$ cat config.mk
export PLATFORM = sky130hd
export DESIGN_NAME = noise_estimation_stream_flat
export DESIGN_NICKNAME = d
export VERILOG_FILES = /design/src/rtl/noise_estimation_stream_if.sv /design/src/rtl/noise_estimation_stream.sv /design/src/flat_wrapper.sv
export SDC_FILE = /design/constraint.sdc
export NUM_CORES = 1
export LEC_CHECK = 0
export ABC_AREA = 1
export CORE_AREA = 2 2 191 193
export CTS_BUF_LIST = sky130_fd_sc_hd__clkbuf_8
export DETAILED_ROUTE_END_ITERATION = 10
export DIE_AREA = 0 0 193 195
export PLACE_DENSITY = 0.9
export RECOVER_POWER = 25
export SLEW_MARGIN = 20
export SYNTH_ARGS = -nofsm -noshare
export SYNTH_HDL_FRONTEND = slang
export SYNTH_SLANG_ARGS = --single-unit
$ cat constraint.sdc
create_clock -name clk -period 8.47 [get_ports clk]
set_clock_uncertainty 0.15 [all_clocks]
set_input_delay 2.541 -clock clk [delete_from_list [all_inputs] [get_ports clk]]
set_output_delay 2.541 -clock clk [all_outputs]
set_load 0.01 [all_outputs]
$ cat src/rtl/noise_estimation_stream_if.sv
// rtl/noise_estimation_stream_if.sv - pixel beat stream into the noise estimator
interface noise_estimation_stream_if #(
    parameter int DATA_WIDTH = 8,
    parameter int LANES      = 4
);
    logic                          in_valid;
    logic                          in_ready;
    logic [LANES*DATA_WIDTH-1:0]   in_data;
    logic                          start_of_frame;

    modport master (output in_valid, in_data, start_of_frame, input in_ready);
    modport slave  (input in_valid, in_data, start_of_frame, output in_ready);
endinterface

$ cat src/rtl/noise_estimation_stream.sv
// rtl/noise_estimation_stream.sv - per-block variance and per-frame noise estimate
module noise_estimation_stream #(
    parameter int DATA_WIDTH      = 8,
    parameter int LANES           = 4,
    parameter int BLOCK_SIZE      = 8,
    parameter int MAX_LOG2_BLOCKS = 16
) (
    input  logic                    clk,
    input  logic                    rst_n,
    noise_estimation_stream_if.slave stream,
    input  logic [4:0]              blocks_per_frame_log2,
    input  logic                    mode_min,
    output logic [2*DATA_WIDTH-1:0] block_var,
    output logic                    block_var_valid,
    output logic [2*DATA_WIDTH-1:0] estimated_noise,
    output logic                    estimated_noise_ready,
    output logic                    frame_abort,
    output logic                    busy
);
    localparam int N     = BLOCK_SIZE * BLOCK_SIZE;
    localparam int LOG2N = $clog2(N);
    localparam int BEATS = N / LANES;
    localparam int BW    = (BEATS > 1) ? $clog2(BEATS) : 1;
    localparam int DW    = DATA_WIDTH;
    localparam int VW    = 2 * DATA_WIDTH;
    localparam int SW    = DATA_WIDTH + LOG2N;
    localparam int QW    = 2 * DATA_WIDTH + LOG2N;
    localparam int AW    = 2 * DATA_WIDTH + MAX_LOG2_BLOCKS;
    localparam int CW    = MAX_LOG2_BLOCKS + 1;

    typedef enum logic [2:0] {IDLE, ACCUM, BLK_VAR, BLK_UPD, FRAME_DONE} state_t;

    state_t          state;
    logic            ready_q;
    logic [SW-1:0]   sum;
    logic [QW-1:0]   sumsq;
    logic [BW-1:0]   beat_cnt;
    logic [CW-1:0]   blk_cnt;
    logic [AW-1:0]   frame_acc;
    logic [VW-1:0]   frame_min;
    logic [4:0]      bpf_q;
    logic            mode_q;

    logic [SW-1:0]   lane_sum;
    logic [QW-1:0]   lane_sq;
    logic [DW-1:0]   mean_v;
    logic [VW-1:0]   msq_v;
    logic [VW-1:0]   mm_v;
    logic [VW-1:0]   var_v;
    logic [CW-1:0]   blk_cnt_next;
    logic            frame_last;
    logic            accept;
    logic [4:0]      bpf_in;

    assign stream.in_ready = ready_q;
    assign accept          = stream.in_valid & ready_q;
    assign bpf_in          = (blocks_per_frame_log2 > 5'(MAX_LOG2_BLOCKS)) ?
                             5'(MAX_LOG2_BLOCKS) : blocks_per_frame_log2;

    always_comb begin
        lane_sum = '0;
        lane_sq  = '0;
        for (int i = 0; i < LANES; i++) begin
            lane_sum = lane_sum + SW'(stream.in_data[i*DW +: DW]);
            lane_sq  = lane_sq + QW'(stream.in_data[i*DW +: DW]) * QW'(stream.in_data[i*DW +: DW]);
        end
    end

    // floor(mean)^2 never exceeds floor(sumsq/N), the clamp only guards the subtraction
    always_comb begin
        mean_v = DW'(sum >> LOG2N);
        msq_v  = VW'(sumsq >> LOG2N);
        mm_v   = VW'(mean_v) * VW'(mean_v);
        var_v  = (msq_v > mm_v) ? (msq_v - mm_v) : '0;
    end

    assign blk_cnt_next = blk_cnt + CW'(1);
    assign frame_last   = (blk_cnt_next == (CW'(1) << bpf_q));

    always_ff @(posedge clk or negedge rst_n) begin
        if (!rst_n) begin
            state                 <= IDLE;
            ready_q               <= 1'b0;
            sum                   <= '0;
            sumsq                 <= '0;
            beat_cnt              <= '0;
            blk_cnt               <= '0;
            frame_acc             <= '0;
            frame_min             <= '0;
            bpf_q                 <= '0;
            mode_q                <= 1'b0;
            block_var             <= '0;
            block_var_valid       <= 1'b0;
            estimated_noise       <= '0;
            estimated_noise_ready <= 1'b0;
            frame_abort           <= 1'b0;
            busy                  <= 1'b0;
        end else begin
            block_var_valid       <= 1'b0;
            estimated_noise_ready <= 1'b0;
            frame_abort           <= 1'b0;
            case (state)
                IDLE, ACCUM: begin
                    ready_q <= 1'b1;
                    if (accept && stream.start_of_frame) begin
                        // a start beat always opens a fresh frame as beat 0
                        frame_abort <= (state == ACCUM);
                        mode_q      <= mode_min;
                        bpf_q       <= bpf_in;
                        blk_cnt     <= '0;
                        frame_acc   <= '0;
                        frame_min   <= '0;
                        busy        <= 1'b1;
                        sum         <= lane_sum;
                        sumsq       <= lane_sq;
                        if (BEATS == 1) begin
                            beat_cnt <= '0;
                            state    <= BLK_VAR;
                            ready_q  <= 1'b0;
                        end else begin
                            beat_cnt <= BW'(1);
                            state    <= ACCUM;
                        end
                    end else if (accept && state == ACCUM) begin
                        sum   <= sum + lane_sum;
                        sumsq <= sumsq + lane_sq;
                        if (beat_cnt == BW'(BEATS - 1)) begin
                            beat_cnt <= '0;
                            state    <= BLK_VAR;
                            ready_q  <= 1'b0;
                        end else begin
                            beat_cnt <= beat_cnt + BW'(1);
                        end
                    end
                end
                BLK_VAR: begin
                    block_var       <= var_v;
                    block_var_valid <= 1'b1;
                    state           <= BLK_UPD;
                end
                BLK_UPD: begin
                    if (mode_q) begin
                        if (blk_cnt == '0 || block_var < frame_min)
                            frame_min <= block_var;
                    end else begin
                        frame_acc <= frame_acc + AW'(block_var);
                    end
                    sum      <= '0;
                    sumsq    <= '0;
                    beat_cnt <= '0;
                    blk_cnt  <= blk_cnt_next;
                    if (frame_last) begin
                        state <= FRAME_DONE;
                    end else begin
                        state   <= ACCUM;
                        ready_q <= 1'b1;
                    end
                end
                FRAME_DONE: begin
                    estimated_noise       <= mode_q ? frame_min : VW'(frame_acc >> bpf_q);
                    estimated_noise_ready <= 1'b1;
                    busy                  <= 1'b0;
                    state                 <= IDLE;
                    ready_q               <= 1'b1;
                end
                default: begin
                    state   <= IDLE;
                    ready_q <= 1'b0;
                end
            endcase
        end
    end
endmodule

$ cat src/flat_wrapper.sv
// flat-port wrapper written by rule: the top's interface ports become plain ports
module noise_estimation_stream_flat 
#(
    parameter int DATA_WIDTH      = 8,
    parameter int LANES           = 4,
    parameter int BLOCK_SIZE      = 8,
    parameter int MAX_LOG2_BLOCKS = 16
)
  (clk, rst_n, blocks_per_frame_log2, mode_min, block_var, block_var_valid, estimated_noise, estimated_noise_ready, frame_abort, busy, stream_in_valid, stream_in_data, stream_start_of_frame, stream_in_ready);
  noise_estimation_stream_if #(.DATA_WIDTH(DATA_WIDTH), .LANES(LANES)) stream_i ();
  input  logic clk;
  input  logic rst_n;
  input  logic [4:0] blocks_per_frame_log2;
  input  logic mode_min;
  output logic [2*DATA_WIDTH-1:0] block_var;
  output logic block_var_valid;
  output logic [2*DATA_WIDTH-1:0] estimated_noise;
  output logic estimated_noise_ready;
  output logic frame_abort;
  output logic busy;
  input wire logic [$bits(stream_i.in_valid)-1:0] stream_in_valid;
  input wire logic [$bits(stream_i.in_data)-1:0] stream_in_data;
  input wire logic [$bits(stream_i.start_of_frame)-1:0] stream_start_of_frame;
  output wire logic [$bits(stream_i.in_ready)-1:0] stream_in_ready;
  assign stream_i.in_valid = stream_in_valid;
  assign stream_i.in_data = stream_in_data;
  assign stream_i.start_of_frame = stream_start_of_frame;
  assign stream_in_ready = stream_i.in_ready;
  noise_estimation_stream #(.DATA_WIDTH(DATA_WIDTH), .LANES(LANES), .BLOCK_SIZE(BLOCK_SIZE), .MAX_LOG2_BLOCKS(MAX_LOG2_BLOCKS)) u_core (.clk(clk), .rst_n(rst_n), .stream(stream_i), .blocks_per_frame_log2(blocks_per_frame_log2), .mode_min(mode_min), .block_var(block_var), .block_var_valid(block_var_valid), .estimated_noise(estimated_noise), .estimated_noise_ready(estimated_noise_ready), .frame_abort(frame_abort), .busy(busy));
endmodule
## Word level (Yosys, flattened, before mapping)

Index checks and enable logic that the tools add are counted.

- Register bits: 151
- Output and inout port bits: 37

- Add/sub/neg operators: 12
- Multipliers: 5
- $lt $le $gt $ge: 3
- Equal/unequal tests: 13
- Shift operators: 2
- Muxes and demuxes: 38
- Bitwise gates (word level): 2
- Reductions and logical operators: 16

Operators with widths:

| operator | number |
|---|---|
| $mul A8 B8 Y16 | 5 |
| $mux W16 | 5 |
| $mux W32 | 2 |
| $pmux W32 S2 | 1 |
| $add A22 B16 Y22 | 2 |
| $mux W22 | 2 |
| $pmux W22 S2 | 1 |
| $pmux W17 S2 | 1 |
| $add A32 B16 Y32 | 1 |
| $pmux W16 S2 | 1 |
| $shr A32 B5 Y16 | 1 |
| $add A14 B8 Y14 | 2 |
| $mux W14 | 2 |
| $pmux W14 S2 | 1 |
| $add A22 B22 Y22 | 1 |
| $add A16 B16 Y17 | 1 |
| $add A17 B1 Y17 const B | 1 |
| $eq A17 B17 Y1 | 1 |
| $logic_not A17 Y1 | 1 |
| $mux W17 | 1 |
| $shl A1 B5 Y17 const A | 1 |
| $gt A16 B16 Y1 | 1 |
| $lt A16 B16 Y1 | 1 |
| $sub A16 B16 Y16 | 1 |
| other kinds (29) | 54 |

## Depth between registers and ports, before layout

Gate-level depths: netlist (run 1).

- Depth in word-level cells: 8
- Mapped depth: 46
- Mapped depth without buffers: 45

## Worst setup path after synthesis (run 1)

Ideal clock, no wire load.

- Path kind: input to register
- From: input port stream_in_data[5]
- To: register u_core.sumsq[19]
- Library setup time: 0.133 ns
- Data arrival time: 11.383 ns
- Data required time: 8.187 ns
- Setup slack: -3.195 ns
- Stages: 38
- Path buffers: 1
- Path through: clkbuf_1 nand2_1 fa_1 fa_1 inv_1 fa_1 fa_1 fa_1 inv_1 fa_1 inv_1 ha_1 a21oi_1 a21boi_0 o21ai_0 xnor2_1 inv_1 ha_1 [... 2 more ...] fa_1 fa_1 inv_1 ha_1 a21o_1 a21oi_1 nand2_1 a21oi_1 nand2_1 and2_1 ha_1 nand2_1 nor4_1 nand4_1 nand3_1 a21oi_1 o21ai_0 o21ai_0

- Word-level cells in the longest chain between the ends: 8

RTL lines:

| element | RTL line | source |
|---|---|---|
| start: declaration | flat_wrapper.sv:22 | `input wire logic [$bits(stream_i.in_data)-1:0] stream_in_data;` |
| $mul A8 B8 Y16 (*) | noise_estimation_stream.sv:65 | `lane_sq = lane_sq + QW'(stream.in_data[i*DW +: DW]) * QW'(stream.in_data[i*DW +: DW]);` |
| $add A16 B16 Y17 (*) | noise_estimation_stream.sv:65 |  |
| $add A22 B16 Y22 (*) (2 in series) | noise_estimation_stream.sv:65 |  |
| $add A22 B22 Y22 | noise_estimation_stream.sv:126 | `sumsq <= sumsq + lane_sq;` |
| $mux W22 | noise_estimation_stream.sv:124 | `end else if (accept && state == ACCUM) begin` |
| $mux W22 (*) | noise_estimation_stream.sv:105 | `if (accept && stream.start_of_frame) begin` |
| $pmux W22 S2 (*) | noise_estimation_stream.sv:102 | `case (state)` |
| end signal: assignment | noise_estimation_stream.sv:115 | `sumsq <= lane_sq;` |
| end signal: assignment | noise_estimation_stream.sv:126 |  |
| end: declaration | noise_estimation_stream.sv:36 | `logic [QW-1:0] sumsq;` |

Every way passes the cells marked *; elsewhere a longest branch is shown, timed or not. The select of a mux whose other input is x is not followed.
A chain may end at the register's enable or synchronous reset.

## Worst setup path after layout (run 1)

- From: input port stream_in_data[3]
- To: register u_core.sumsq[19]

Same word-level chain as after synthesis.

==> run_results.csv, run 1 <==
group,metric,value,unit
floorplan,core_area,0.0354,mm2
floorplan,start_util,62.9,%
floorplan,die_w,193,um
clocking,cts_buffer_depth,2,
timing,fin_ws,-3110,ps
clocking,cts.sinks,151,
grt,grt-ovfl-total,0,
floorplan,io_pins,79,
timing,worst_pin_slew,5310,ps
timing,fin_crit,11580,ps
synth,ys_seq_area_share,17.0,%
worst_setup_path,path_max_fanout,5,
synth,synthesis.area,0.0223,mm2
worst_setup_path,cp_slowest_cell,"fa_1",
worst_setup_path,critPathRequiredTime,8760,ps
timing,rsz0062_at_grt,"true",
worst_setup_path,critPathMostFrequentCell,"fa_1",
timing,relSlewSlack,-254,%
placement,gp_congestion,0.996,
drt,ant_nets,0,
grt,grt_max_degree,89,
grt,grt_use_total,38.1,%
grt,grt_pass1_wl,114000,um
timing,setup_violations,18,
synth,synthFlopType,"dfrtp_1",
worst_setup_path,worstSetupPathType,"in -> reg",
synth,syn-num-nets,3560,
drt,vias_per_cell,6.25,
drt,post_drt_wl_per_cell,21.3,um
drt,drt_wl_total,81300,um
placement,placed_cells,3734,
clocking,cts_made_buffers,17,
worst_setup_path,start_kind,"input port",
clocking,root_buffer,"clkbuf_8",
drt,drtIter0Drc,2741,
worst_setup_path,cp.arrival,11870,ps
layout,n_antenna_cell,0,
synth,synth_edf_count,0,
layout,instances_no_fill,3818,
drt,drc,0,
placement,portBuffers,78,
grt,grt_pass1_vias,23700,
worst_hold_path,hold_path_class,"reg -> reg",
clocking,clk-insertion-delay-late,520,ps
synth,synth-seq-cells,151,
timing,report.final.hold_viol_count,0,
run_status,status,"finished with violations",
clocking,cts_tree,"built",
timing,final.period_utilization,137,%
synth,syn_avg_cell_area,7.26,um2
synth,ys_types,53,
run_status,violations,"max-capacitance violations, max-slew violations, negative setup slack",
worst_setup_path,end_kind,"flip-flop",
placement,dp_hpwl,53900,um
layout,area_delta_synth_final,22.9,%
layout,drive_above_1_share,18.5,%
drt,dr.pass1.iters,8,
timing,slew_violations,89,
clocking,cts_hold_buf,0,
drt,num_vias,23800,
layout,ff_latch_area,0.00378,mm2
flow_run,drv_cap,1,
synth,synthCells,3065,
synth,synthArstFlopShare,100,%
layout,multiInputGateArea,0.0173,mm2
floorplan,rows,69,
timing,max_freq,0.0863,GHz
layout,nNetsFinal,3839,
worst_setup_path,cpPeakStageDelay,550,ps
synth,yosys_warnings,0,
floorplan,dieArea,0.0376,mm2
floorplan,fp.dieH,195,um
grt,antenna_found_initial,1,
clocking,clk_pin_slew,100,ps
layout,fillerInstances,2201,
clocking,htree_levels,4,
[per-layer routing]
metal	part of all wire [%]	vias up	GRT usage [%]	routed length [um]
met5	0.015	-	0	12
met4	11	2	28.8	9000
met3	10	724	6.27	8330
met2	46	1833	65.6	37400
met1	33	11000	41.9	26500
li1	-	10300	-	-
[sequential cells by signal (all words and copies together) (netlist names)]
name                          count
u_core.beat_cnt                   4
u_core.blk_cnt                   17
u_core.block_var                 16
u_core.block_var_valid            1
u_core.bpf_q                      5
u_core.busy                       1
u_core.estimated_noise           16
u_core.estimated_noise_ready      1
u_core.frame_abort                1
u_core.frame_acc                 32
u_core.frame_min                 16
u_core.mode_q                     1
u_core.state                      3
u_core.stream.in_ready            1
u_core.sum                       14
u_core.sumsq                     22
[logic make-up (layout without fill, tap and decap cells)]
| family | count (synthesis) | after routing | share of synthesized area (%) |
|---|---|---|---|
| xor gates and xnor gates | 86 | 86 | 3.38 |
| buffers and inverters | 722 | 1014 | 12.4 |
| muxes | 13 | 13 | 0.584 |
| adders and majority gates | 453 | 453 | 32.4 |
| DFF | 151 | 151 | 17.0 |
| and+or+nand+nor | 1135 | 1135 | 21.3 |
| AOI/OAI and AO/OA | 505 | 505 | 13.0 |
[synthesized netlist by cell type (15+ instances only)]
cell / instances / area (um2)
nand2_1: 730 / 2740
inv_1: 621 / 2330
ha_1: 247 / 3090
fa_1: 206 / 4120
o21ai_0: 180 / 901
a21oi_1: 167 / 836
nand3_1: 153 / 766
dfrtp_1: 151 / 3780
nor2_1: 136 / 510
clkbuf_1: 65 / 244
xor2_1: 56 / 490
nand4_1: 33 / 206
xnor2_1: 30 / 263
nor3_1: 29 / 145
o22ai_1: 27 / 169
buf_2: 19 / 95.1
a21o_1: 17 / 128
o211ai_1: 15 / 113
o21ai_1: 15 / 75.1
[through the flow]
step           setup WS (ps)  instance area, um2  TNS (ps)  hold WS (ps)  utilization, %
6_report               -3110               27400    -46730           340            77.3
5_1_grt                -3290               27400    -49660           357            77.3
4_1_cts                -2300               26600    -34300           342            75.2
3_5_place_dp           -3560               25600    -56400           318            72.2
3_3_place_gp           -3130               25600    -51790           313            72.2
2_1_floorplan          -2240               23100    -32100           296               -
[worst max-delay path: cells and delay by family]
family,cells,cell delay [ps]
buf+inv,9,820
fa+ha+maj,12,5420
xor+xnor,1,210
simple gates,7,910
compound gates,11,1950
[cell type report]
| cell class | count | share of cell area [%] |
|---|---|---|
| Tap cell | 461 | 2.11 |
| Clock buffer | 17 | 0.855 |
| Sequential cell | 151 | 13.8 |
| Inverter | 629 | 8.65 |
| Timing Repair Buffer | 353 | 10.8 |
| Clock inverter | 15 | 0.535 |
| Multi-Input combinational cell | 2192 | 63.3 |
[path summary, 6_finish.rpt]
| check | to | startpoint | slack, ps | cells past startpoint |
|---|---|---|---|---|
| max | u_core.sumsq[19] | stream_in_data[3] | -3110 | 40 |
| min | u_core.estimated_noise[13] | u_core.estimated_noise[13] | 340 | 2 |
| max reg2reg | u_core.block_var[14] | u_core.sum[11] | 2030 | 24 |
| min reg2reg | u_core.estimated_noise[13] | u_core.estimated_noise[13] | 340 | 2 |
| max in group asynchronous | u_core.sum[6] | rst_n | 1400 | 1 |
| min in group asynchronous | u_core.blk_cnt[11] | rst_n | 3800 | 1 |
[placed cells by master, fill, tap and decap left out, types with 44 or more instances in the layout]
cell and instances:
inv_2 46, clkdlybuf4s50_1 61, nand2_2 44, nand2_1 670
nor2_1 128, ha_1 204, buf_4 244, dfrtp_1 151
inv_1 577, xor2_1 49, a21oi_1 131, o21ai_0 152
nand3_1 141, fa_1 196
[what timing repair did]
item,4_1_cts,5_1_grt
pin swaps,109,91
buffers inserted,24,33
setup endpoints to repair,19,19
gates cloned,0,0
gates resized for setup,197,125
Power of run 1 is not shown: default switching activity piles up to over one toggle a cycle in this logic, so the estimate is an artifact.
==> inputs of run 2 (changes only) <==
--- a/config.mk
+++ b/config.mk
@@ -6,10 +6,10 @@
 export NUM_CORES = 1
 export LEC_CHECK = 0
 export ABC_AREA = 1
-export CORE_AREA = 2 2 191 193
+export CORE_AREA = 10 10 199 201
 export CTS_BUF_LIST = sky130_fd_sc_hd__clkbuf_8
 export DETAILED_ROUTE_END_ITERATION = 10
-export DIE_AREA = 0 0 193 195
+export DIE_AREA = 0 0 209 211
 export PLACE_DENSITY = 0.9
 export RECOVER_POWER = 25
 export SLEW_MARGIN = 20
==> run 2 against run 1 <==
The flow still finishes with violations (max-capacitance violations, max-slew violations, negative setup slack). Via count is 3.5% lower. Final cell count stayed put. Sequential share of layout area is 0.063 points higher. Setup slack better by 220 ps. Hold slack better by 0.72 ps. Core utilization is 0.35 points lower. Design area is 0.45% lower. Count of clock-buffer cells in the layout is 1 higher. Sequential cell count stayed put. First-iteration DRC count is 13% lower. Highest routed layer unchanged.
==> run_results.csv, run 2 (synthesis gave the netlist of run 1 again) <==
group,metric,value,unit
run_status,status,"finished with violations",
run_status,violations,"max-capacitance violations, max-slew violations, negative setup slack",
clocking,clk-insertion-delay-late,530,ps
placement,portBuffers,78,
clocking,root_buffer,"clkbuf_8",
layout,fillerInstances,2365,
worst_setup_path,end_kind,"flip-flop",
layout,largest_register,"u_core.frame_acc",
placement,placed_cell_area,0.0256,mm2
grt,antenna_found_initial,0,
timing,max_freq,0.0880,GHz
worst_setup_path,cp_slowest_cell,"fa_1",
floorplan,fp.dieH,211,um
layout,nNetsFinal,3839,
grt,grt-ovfl-total,0,
drt,dr.pass1.iters,6,
timing,setup_violations,18,
layout,drive_above_1_share,18.5,%
timing,rsz0062_at_grt,"true",
clocking,clk_pin_slew,90,ps
worst_hold_path,hold_path.startpoint,"u_core.estimated_noise[8]",
layout,design_area,0.0272,mm2
worst_setup_path,reg2reg_from,"u_core.sum[10]",
drt,drt_wl_total,76100,um
worst_setup_path,critPathTopFamily,"adder cells",
worst_setup_path,path_max_fanout,4,
clocking,htree_levels,4,
timing,worst_pin_slew,4880,ps
timing,final.period_utilization,134,%
worst_setup_path,timing.rr.end,"u_core.block_var[15]",
drt,post_drt_wl_per_cell,19.9,um
timing,slew_violations,83,
worst_setup_path,critPathMostFrequentCell,"fa_1",
timing,report.final.hold_viol_count,0,
grt,grt_pass1_vias,23300,
timing,fin_crit,11370,ps
worst_setup_path,path_buf_inv,14,
flow_run,drv_cap,1,
grt,grt_max_degree,83,
layout,largest_reg_flops,32,
worst_hold_path,hold_end,"u_core.estimated_noise[8]",
drt,ant_nets,0,
worst_hold_path,min_delay_path_depth,2,
floorplan,die_w,209,um
worst_hold_path,hold_path_class,"reg -> reg",
timing,fin_ws,-2900,ps
worst_setup_path,start_kind,"input port",
floorplan,dieArea,0.0441,mm2
layout,final_core_util,77.0,%
clocking,cts_buffer_depth,2,
clocking,cts_tree,"built",
layout,n_antenna_cell,0,
layout,area_delta_synth_final,22.4,%
layout,final_common_cell,"nand2_1",
layout,mostFrequentLayoutCells,"nand2_1 (671), inv_1 (574), buf_4 (252), ha_1 (202), fa_1 (197)",
worst_setup_path,cp.arrival,11610,ps
grt,grt_use_total,31.6,%
worst_setup_path,critPathRequiredTime,8720,ps
floorplan,start_util,62.9,%
drt,num_vias,23000,
worst_setup_path,worstSetupPathType,"in -> reg",
drt,drtIter0Drc,2386,
timing,whs,341,ps
drt,vias_per_cell,6.02,
placement,dp_hpwl,54600,um
grt,grt_pass1_wl,114000,um
timing,relSlewSlack,-225,%
floorplan,rows,69,
layout,reg_top3,"u_core.frame_acc (32), u_core.sumsq (22), u_core.blk_cnt (17)",
worst_setup_path,reg2reg_slack,1980,ps
worst_setup_path,cpPeakStageDelay,630,ps
clocking,cts.sinks,151,
worst_setup_path,worstRegToRegCells,24,
floorplan,core_area,0.0354,mm2
floorplan,io_pins,79,
clocking,cts_made_buffers,17,
drt,drc,0,
placement,gp_congestion,0.941,
==> run 2: cell count changes in the layout (fill, tap and decap cells not counted), sizes merged <==
cell and delta:
inv -1, clkbuf +2, buf -1, clkinv -3
clkinvlp +3
==> run 2: layer usage <==
| layer | up-vias | track usage (%) | wire, um |
|---|---|---|---|
| li1 | 10300 | - | - |
| met3 | 514 | 4.51 | 5760 |
| met5 | - | 0 | 50 |
| met4 | 2 | 19.5 | 6440 |
| met2 | 1340 | 56.7 | 36900 |
| met1 | 10900 | 34.7 | 26900 |
==> run 2: through the flow <==
stage	setup TNS, ps	instances	setup WS, ps
2_1_floorplan	-32100	3065	-2240
3_3_place_gp	-51970	3739	-3180
3_5_place_dp	-55600	3739	-3360
4_1_cts	-33600	3803	-2210
5_1_grt	-47270	3818	-3120
6_report	-43960	3818	-2900
==> run 2: worst max-delay path by stage <==
stage | start | to | cells past startpoint
floorplan | stream_in_data[14] | u_core.sumsq[19] | 39
global placement | stream_in_data[13] | u_core.sumsq[19] | 41
detailed placement | stream_in_data[4] | u_core.sumsq[19] | 40
CTS | stream_in_data[3] | u_core.sumsq[17] | 46
global route | stream_in_data[1] | u_core.sumsq[19] | 45
finish | stream_in_data[1] | u_core.sumsq[19] | 45
==> run 2: layout make-up <==
cell class	count	area [um2]	area share [%]
multi-input cells	2192	17200	63.2
flip-flops and latches	151	3780	13.9
repair buffers	353	2930	10.7
inverters	629	2370	8.69
well taps	461	577	2.12
clock buffers	18	248	0.909
clock inverters	14	124	0.455
==> run 2: repair_timing <==
item / 4_1_cts / 5_1_grt
cloned: 0 / 0
setup endpoints to repair: 19 / 19
hold buffers: 0 / 0
setup buffers: 35 / 19
pin swaps: 109 / 76
gates resized for setup: 222 / 94
==> run 2: worst min-delay path: cells and delay by family, from the launching register on <==
kind          cells  cell delay (ps)
simple gates      2              100
flops             1              360
Power of run 2 is left out for the same reason.
